`src/rtl/alu_pkg.sv`:
```
// Shared operation codes and FSM state type for the sequential ALU.
// Imported by the combinational alu and by alu_seq_unit.
package alu_pkg;

    localparam logic [3:0] ALU_AND   = 4'b0000;
    localparam logic [3:0] ALU_OR    = 4'b0001;
    localparam logic [3:0] ALU_ADD   = 4'b0010;
    localparam logic [3:0] ALU_SUB   = 4'b0110;
    localparam logic [3:0] ALU_PASSB = 4'b0111;
    localparam logic [3:0] ALU_MUL   = 4'b1000;

    typedef enum logic [1:0] {
        ST_IDLE,
        ST_MUL,
        ST_RESP
    } state_e;

endpackage

```
`src/rtl/alu.sv`:
```
// Combinational single-cycle ALU: AND, OR, ADD, SUB, pass-b with signed overflow.
// Any other code, MUL included, is reported as illegal with a zero result.
module alu
    import alu_pkg::*;
#(
    parameter int N = 64
) (
    input  logic [N-1:0] a,
    input  logic [N-1:0] b,
    input  logic [3:0]   alu_control,
    output logic [N-1:0] y,
    output logic         ovf,
    output logic         illegal
);

    logic [N-1:0] sum;
    logic [N-1:0] diff;

    assign sum  = a + b;
    assign diff = a - b;

    always_comb begin
        // NOTE: every output gets a default first so no code path leaves one unassigned and infers a latch.
        y       = '0;
        ovf     = 1'b0;
        illegal = 1'b0;
        unique case (alu_control)
            ALU_AND:   y = a & b;
            ALU_OR:    y = a | b;
            ALU_ADD: begin
                y   = sum;
                ovf = (a[N-1] == b[N-1]) && (sum[N-1] != a[N-1]);
            end
            ALU_SUB: begin
                y   = diff;
                ovf = (a[N-1] != b[N-1]) && (diff[N-1] != a[N-1]);
            end
            ALU_PASSB: y = b;
            default:   illegal = 1'b1;
        endcase
    end

endmodule

```
`src/rtl/alu_seq_unit.sv`:
```
// Request/response ALU wrapper: single-cycle ops through alu, N-cycle shift-add MUL,
// registered result and flags held until the consumer accepts them.
module alu_seq_unit
    import alu_pkg::*;
#(
    parameter int N = 64
) (
    input  logic         clk,
    input  logic         reset,
    input  logic         req_valid,
    output logic         req_ready,
    input  logic [N-1:0] a,
    input  logic [N-1:0] b,
    input  logic [3:0]   ALUControl,
    output logic         rsp_valid,
    input  logic         rsp_ready,
    output logic [N-1:0] result,
    output logic         zero,
    output logic         ovf,
    output logic         illegal
);

    localparam int            CW       = (N > 1) ? $clog2(N) : 1;
    localparam logic [CW-1:0] CNT_LAST = CW'(N - 1);

    state_e           state_q, state_d;
    logic [CW-1:0]    cnt_q, cnt_d;
    logic [2*N-1:0]   acc_q, acc_d;
    logic [2*N-1:0]   mcand_q, mcand_d;
    logic [N-1:0]     mplier_q, mplier_d;
    logic [N-1:0]     result_q, result_d;
    logic             zero_q, zero_d;
    logic             ovf_q, ovf_d;
    logic             illegal_q, illegal_d;
    logic             req_ready_q, req_ready_d;
    logic             rsp_valid_q, rsp_valid_d;

    logic [N-1:0]     alu_y;
    logic             alu_ovf;
    logic             alu_illegal;
    logic [2*N-1:0]   acc_nxt;

    // Fed straight from the ports: its output is captured at the acceptance edge.
    alu #(.N(N)) u_alu (
        .a           (a),
        .b           (b),
        .alu_control (ALUControl),
        .y           (alu_y),
        .ovf         (alu_ovf),
        .illegal     (alu_illegal)
    );

    always_comb begin
        state_d   = state_q;
        cnt_d     = cnt_q;
        acc_d     = acc_q;
        mcand_d   = mcand_q;
        mplier_d  = mplier_q;
        result_d  = result_q;
        zero_d    = zero_q;
        ovf_d     = ovf_q;
        illegal_d = illegal_q;
        acc_nxt   = mplier_q[0] ? acc_q + mcand_q : acc_q;

        unique case (state_q)
            ST_IDLE: begin
                if (req_valid && req_ready_q) begin
                    if (ALUControl == ALU_MUL) begin
                        state_d  = ST_MUL;
                        cnt_d    = '0;
                        acc_d    = '0;
                        mcand_d  = {{N{1'b0}}, a};
                        mplier_d = b;
                    end else begin
                        state_d   = ST_RESP;
                        result_d  = alu_y;
                        zero_d    = (alu_y == '0);
                        ovf_d     = alu_ovf;
                        illegal_d = alu_illegal;
                    end
                end
            end
            ST_MUL: begin
                // One multiplier bit per cycle; the last iteration's sum is the full product.
                acc_d    = acc_nxt;
                mcand_d  = mcand_q << 1;
                mplier_d = mplier_q >> 1;
                cnt_d    = cnt_q + CW'(1);
                if (cnt_q == CNT_LAST) begin
                    state_d   = ST_RESP;
                    cnt_d     = '0;
                    result_d  = acc_nxt[N-1:0];
                    zero_d    = (acc_nxt[N-1:0] == '0);
                    ovf_d     = |acc_nxt[2*N-1:N];
                    illegal_d = 1'b0;
                end
            end
            ST_RESP: begin
                if (rsp_ready) begin
                    state_d = ST_IDLE;
                end
            end
            default: state_d = ST_IDLE;
        endcase

        req_ready_d = (state_d == ST_IDLE);
        rsp_valid_d = (state_d == ST_RESP);
    end

    always_ff @(posedge clk or posedge reset) begin
        if (reset) begin
            state_q     <= ST_IDLE;
            cnt_q       <= '0;
            acc_q       <= '0;
            mcand_q     <= '0;
            mplier_q    <= '0;
            result_q    <= '0;
            zero_q      <= 1'b0;
            ovf_q       <= 1'b0;
            illegal_q   <= 1'b0;
            req_ready_q <= 1'b1;
            rsp_valid_q <= 1'b0;
        end else begin
            // NOTE: non-blocking assignments so every flop samples pre-edge values regardless of statement order.
            state_q     <= state_d;
            cnt_q       <= cnt_d;
            acc_q       <= acc_d;
            mcand_q     <= mcand_d;
            mplier_q    <= mplier_d;
            result_q    <= result_d;
            zero_q      <= zero_d;
            ovf_q       <= ovf_d;
            illegal_q   <= illegal_d;
            req_ready_q <= req_ready_d;
            rsp_valid_q <= rsp_valid_d;
        end
    end

    assign req_ready = req_ready_q;
    assign rsp_valid = rsp_valid_q;
    assign result    = result_q;
    assign zero      = zero_q;
    assign ovf       = ovf_q;
    assign illegal   = illegal_q;

endmodule

```
`config.mk`:
```
export PLATFORM = sky130hd
export DESIGN_NAME = alu_seq_unit
export DESIGN_NICKNAME = d
export VERILOG_FILES = /design/src/rtl/alu_pkg.sv /design/src/rtl/alu.sv /design/src/rtl/alu_seq_unit.sv
export SDC_FILE = /design/constraint.sdc
export NUM_CORES = 2
export LEC_CHECK = 0
export ABC_AREA = 1
export BUFFER_PORTS_ARGS = -buffer_cell sky130_fd_sc_hd__buf_2
export CAP_MARGIN = 20
export CELL_PAD_IN_SITES_DETAIL_PLACEMENT = 0
export CELL_PAD_IN_SITES_GLOBAL_PLACEMENT = 2
export CORE_AREA = 2 2 281 491
export CTS_CLUSTER_DIAMETER = 40
export CTS_CLUSTER_SIZE = 14
export DETAILED_ROUTE_END_ITERATION = 10
export DIE_AREA = 0 0 283 493
export PLACE_DENSITY_LB_ADDON = 0.1
export SYNTH_ARGS = -nofsm -noshare
export SYNTH_HDL_FRONTEND = slang
export SYNTH_SLANG_ARGS = --single-unit
```
`constraint.sdc`:
```
create_clock -name clk -period 15 [get_ports clk]
set_clock_uncertainty 0.05 [all_clocks]
set_input_delay 1.5 -clock clk [delete_from_list [all_inputs] [get_ports clk]]
set_output_delay 1.5 -clock clk [all_outputs]
set_load 0.05 [all_outputs]
```
# [Yosys cells after proc, flatten, opt, wreduce, memory -nomap -nowiden]
# Cells that the tools add are included.
[totals] regBits=397 out_inout_bits=69 elab_cells=85
[classes] n_addsub=4 eq_ne=17 n_mux=38 bitwise=2 n_reduce_logical=13
[op_table] operator="$mux W128" n=5
[op_table] operator="$pmux W128 S2" n=2
[op_table] operator="$mux W64" n=5
[op_table] operator="$pmux W64 S5" n=1
[op_table] operator="$pmux W64 S2" n=2
[op_table] operator="$add A128 B128 Y128" n=1
[op_table] operator="$logic_not A64 Y1" n=2
[op_table] operator="$add A64 B64 Y64" n=1
[op_table] operator="$and A64 B64 Y64" n=1
[op_table] operator="$or A64 B64 Y64" n=1
[op_table] operator="$reduce_or A64 Y1" n=1
[op_table] operator="$sub A64 B64 Y64" n=1
[op_table] operator="$mux W6" n=3
[op_table] operator="$pmux W6 S2" n=1
[op_table] operator="$mux W1" n=10
[op_table] operator="$eq A4 B3 Y1 const B" n=2
[op_table] operator="$mux W2" n=4
[op_table] operator="$ne A2 B2 Y1 const B" n=4
[op_table] operator="$pmux W1 S2" n=4
[op_table] operator="$add A6 B1 Y6 const B" n=1
[op_table] operator="$eq A6 B6 Y1 const B" n=1
[op_table] operator="$pmux W2 S3" n=1
[op_table] operator="$reduce_or A5 Y1" n=1
[op_table] operator="$eq A2 B2 Y1 const B" n=2
[op_table] operator="12 further kinds" n=17

# [Depth between registers and ports, before layout]
[logic_depth] depth_word=7 mapped_depth=26 ltp_nobuf=26

# [Cells and area by module]
# From an unflattened synthesis, not the netlist that was laid out.
[unflattened] cells_unflattened=8389 area_unflattened_um2=47961.0
[modules_own_cells] mod="alu_seq_unit" n_inst=1 cells_each=5281 area_per_inst_um2=32343.5 seq_area_each_um2=9935.8
[modules_own_cells] mod="alu" n_inst=1 cells_each=3108 area_per_inst_um2=15617.5 seq_area_each_um2=0.0

# [Least setup slack after synthesis]
# OpenSTA, ideal clock, no wires.
[synth_timing] path_type="input port to flip-flop" startpoint="input port a[0]" endpoint="register zero_q, in the netlist zero" setup_ns=0.072 arrival_ns=3.618 required_ns=14.878 path_slack_ns=11.260 cell_stages=26 n_path_buf=0 cell_sequence="ha_1 -> inv_1 -> fa_1 -> inv_1 -> nand3_1 -> nand2_1 -> nand2_1 -> nand2_2 -> nand2_1 -> nand2_1 -> nand2_1 -> nand2_2 -> nand2_1 -> nand2_1 -> nand2_1 -> nand2_1 -> nand2_1 -> nand3_1 -> nand3_1 -> nor2_1 -> nand2_1 -> nor2_1 -> nand2_1 -> nor2_1 -> nor2_1 -> nor2_1"
[synth_between] elab_chain_len=6 word_cells_on_any_way=9 classes_between="add/sub (2); mux (4); bitwise (2); reduce/logical (1)"
[synth_rtl] element="from (decl)" line="alu_seq_unit.sv:12" source="input logic [N-1:0] a,"
[synth_rtl] element="$sub A64 B64 Y64, or another cell as far along" line="alu.sv:20" source="assign diff = a - b;"
[synth_rtl] element="$pmux W64 S5 (*)" line="alu.sv:27" source="unique case (alu_control)"
[synth_rtl] element="$logic_not A64 Y1 (*)" line="alu_seq_unit.sv:77" source="zero_d = (alu_y == '0);"
[synth_rtl] element="$mux W1 (*)" line="alu_seq_unit.sv:68" source="if (ALUControl == ALU_MUL) begin"
[synth_rtl] element="$mux W1 (*)" line="alu_seq_unit.sv:67" source="if (req_valid && req_ready_q) begin"
[synth_rtl] element="$pmux W1 S2 (*)" line="alu_seq_unit.sv:65" source="unique case (state_q)"
[synth_rtl] element="to (signal assigned)" line="alu_seq_unit.sv:131" source="zero_q <= zero_d;"
[synth_rtl] element="to (decl)" line="alu_seq_unit.sv:32" source="logic zero_q, zero_d;"
# Every way passes the cells marked *; elsewhere a longest branch is shown, timed or not. The select of a mux whose other input is x is not followed.
# A chain may end at the register's enable or synchronous reset.

# [Worst setup path in the final report]
[layout_timing] startpoint="input port a[38]" endpoint="register zero_q, in the netlist zero"
# Same word-level chain as after synthesis.

==> metrics.txt <==
status=finished clean; R2R Path Start=acc_q[70]; CP endpoint kind=flop; Iteration-0 DRC Markers=3953; Worst Hold End=ovf; Hold Path Class=reg2reg; Max stage delay on crit path=660 ps; sw power=4220 uW; dpl hpwl=229000 um; vias in the first global route=approximately 53000; CTS tree=built; Synth cell types=48; Layout Utilization=0.375; top post-synthesis cells by area=nand2_1 23%, dfrtp_1 22%, inv_1 13%, ha_1 9.1%, nor2_1 6.7%; root buffer cell=clkbuf_16; crit path time final=5680 ps; DR DRC count=0; critical path fanouts, max=9; first-pass GRT wire length=380000 um; chip height=between 400 and 500 um; fmax=176 MHz; Final Setup Violations=0; CTS sink cnt=397; slowest CP cell=nor2_1; pre-CTS WS=8850 ps; worst path required time=15580 ps; Internal=3710 uW; WL final=276000 um; sequential fraction of the synthesis area=0.217; critical path's most frequent cell=nor2_1; Leak=0.0283 uW; cell depth of the worst hold path=2; overall power=7930 uW; Worst VDD drop=0.101 mV; most frequent cells after synthesis=2763 x nand2_1, 1633 x inv_1, 822 x nor2_1; vias per cell=around 5.3; sequential power share=0.244; Clock Power Share=0.210; CTS clk-pin slew, worst paths=50 ps; unrepaired setup endpoints after global routing=no; Max Cap Viol=0; cts hold-fix bufs=0; TritonCTS buffer count=68; crit path DAT=6250 ps; # rows=179; Starting Density=0.338; count leader, synth=nand2_1; H-Tree Level Count=3; Tot GR Track Use=0.387; flops & latches, synth=397; largest net degree at the start of global routing=146; Reg2Reg Setup Slack=approximately 9400 ps; period utilisation layout=0.378; initial antenna violation count=13; Clock Latency Late Sink=720 ps; Final ANT Viol Nets=0; Area Growth Syn to Fin=11.1%; worst relative slew slack=0.184; final hold vios=0; Yosys top cell area share=0.227; drt first pass iters=8; Vias=~53000; syn avg cell area=5.66 um2; DIE AREA=140000 um2; Post-Syn Nets=8561; Post-synth top flop=dfrtp_1; Tightest Pin Transition=1210 ps; setup TNS=0 ps; Synth async-reset ratio=1.00; worst setup margin=between 9000 and 10000 ps; CP cell instances=buf_2 -> inv_1 -> ha_1 -> nand2_1 -> nor2_1 -> inv_1 -> nor2_1 -> nand2_1 -> nor3_1 -> nand2_1 -> nand3_1 -> nand2_1 -> nand3_1 -> nand3_1 -> nor2_1 -> nand2_1 -> nor2_1 -> nand2_1 -> nor2_1 -> nor2_1 -> nor2_1; Placer Congestion=1.10; Final Max Slew Viols=0; clock tree buffer depth=3; yosys warns=0; fill cell count=between 15000 and 20000; WS Path Type=in2reg; hold_ws=446 ps; combinational share of power=0.546; R2R Path End=ovf; I/O Pins=between 200 and 250; PostCTS Resize Cnt=0; cell taking the most area after synthesis=nand2_1; total gr overflow=0; layout cells sized above 1=0.0547; Final nets=roughly 8600; family with the most delay on the worst path=simple AND/OR/NAND/NOR gates; mean routed wirelength per cell=roughly 28 um; critical path startpoint category=input pin; core area=135000 um2; IO buf count=204; crit path buf inv count=3; PwrDens=around 160 nW/um2; Synth Cell Area=between 40000 and 50000 um2; Synth Instances=8089; die width=283 um; Crit path depth=21; Post-CTS Setup Repair Bufs=0; FF-to-FF path depth=20; switch share=0.532; Post-synth EDFFs=0; HP Start=ovf
-- stage by stage --
stage	cells	area, um2
final	10000	50900
after global routing	10000	50800
after CTS	10000	50800
after detailed placement	9913	48400
after global placement	9913	48400
after floorplan	8089	45800
-- kinds of logic (layout without fill, tap and decap cells) --
logic type	count (synthesis)	after routing	share of synthesized area
flops	397	397	0.217
simple gates	4290	4290	0.377
buf+inv	1875	2015	0.157
fa+ha+maj	336	336	0.0923
compound gates	1156	1156	0.149
xor+xnor	35	35	0.00670
other cells	0	5	0
-- power groups by stage --
| stage | sequential, uW | clock [uW] | combinational [uW] |
|---|---|---|---|
| 2_1_floorplan | 2080 | 0 | 2500 |
| 3_3_place_gp | 1930 | 0 | 4230 |
| 3_5_place_dp | 1940 | 0 | 4250 |
| 4_1_cts | 1930 | 1710 | 4270 |
| 5_1_grt | 1980 | 1740 | 4710 |
| 6_report | 1940 | 1670 | 4330 |
-- routing by layer --
| layer | global-route usage | vias up | wire length (um) |
|---|---|---|---|
| met2 | 0.691 | 1858 | 136000 |
| li1 | - | 25400 | - |
| met3 | 0.0522 | 783 | 12000 |
| met5 | 0 | - | 23 |
| met4 | 0.438 | 4 | 37100 |
| met1 | 0.361 | 24800 | 90800 |
-- worst min-delay path, cell delays in order, from the launching register on --
cell and delay, ps:
dfrtp_1 340, nand2_1 60, nand2_1 60
-- placed cells by master, fill, tap and decap left out, types with 12 or more instances in the layout --
cell / Yosys / layout
a21oi_1: 312 / 311
a221oi_1: 39 / 39
a22o_1: 58 / 58
a31oi_1: 68 / 68
buf_2: 65 / 204
buf_4: 12 / 41
clkbuf_16: 0 / 69
dfrtp_1: 396 / 395
ha_1: 333 / 333
inv_1: 1633 / 1629
inv_6: 0 / 12
nand2_1: 2763 / 2762
nand2_2: 13 / 13
nand3_1: 481 / 481
nand3b_1: 30 / 30
nand4_1: 56 / 56
nor2_1: 822 / 821
nor2_2: 12 / 12
nor3_1: 63 / 61
o211ai_1: 134 / 134
o21ai_0: 393 / 393
o21bai_1: 30 / 30
o22ai_1: 84 / 84
or2_2: 20 / 20
xnor2_1: 16 / 16
xor2_1: 19 / 19
-- state kept, by name, indices dropped and copies added (netlist names) --
register   flops
cnt_q          6
state_q        2
result        64
req_ready      1
ovf            1
mplier_q      64
mcand_q      128
rsp_valid      1
acc_q        128
illegal        1
zero           1
-- worst max-delay path by stage --
stage               from  endpoint
5_1_grt        acc_q[69]       ovf
2_1_floorplan      reset  acc_q[0]
6_report           a[38]      zero
3_5_place_dp       b[24]      zero
3_3_place_gp       a[24]      zero
4_1_cts            b[24]      zero
-- area by class of cell --
type | instances | area [um2] | share of cell area
Antenna cell | 5 | 12.5 | 0.000246
Clock buffer | 85 | 1880 | 0.0369
Clock inverter | 39 | 493 | 0.00969
Inverter | 1643 | 6190 | 0.122
Multi-Input combinational cell | 5817 | 28700 | 0.564
Sequential cell | 397 | 9940 | 0.195
Tap cell | 1810 | 2260 | 0.0445
Timing Repair Buffer | 248 | 1400 | 0.0275
Power figures use the tool's default switching activity.
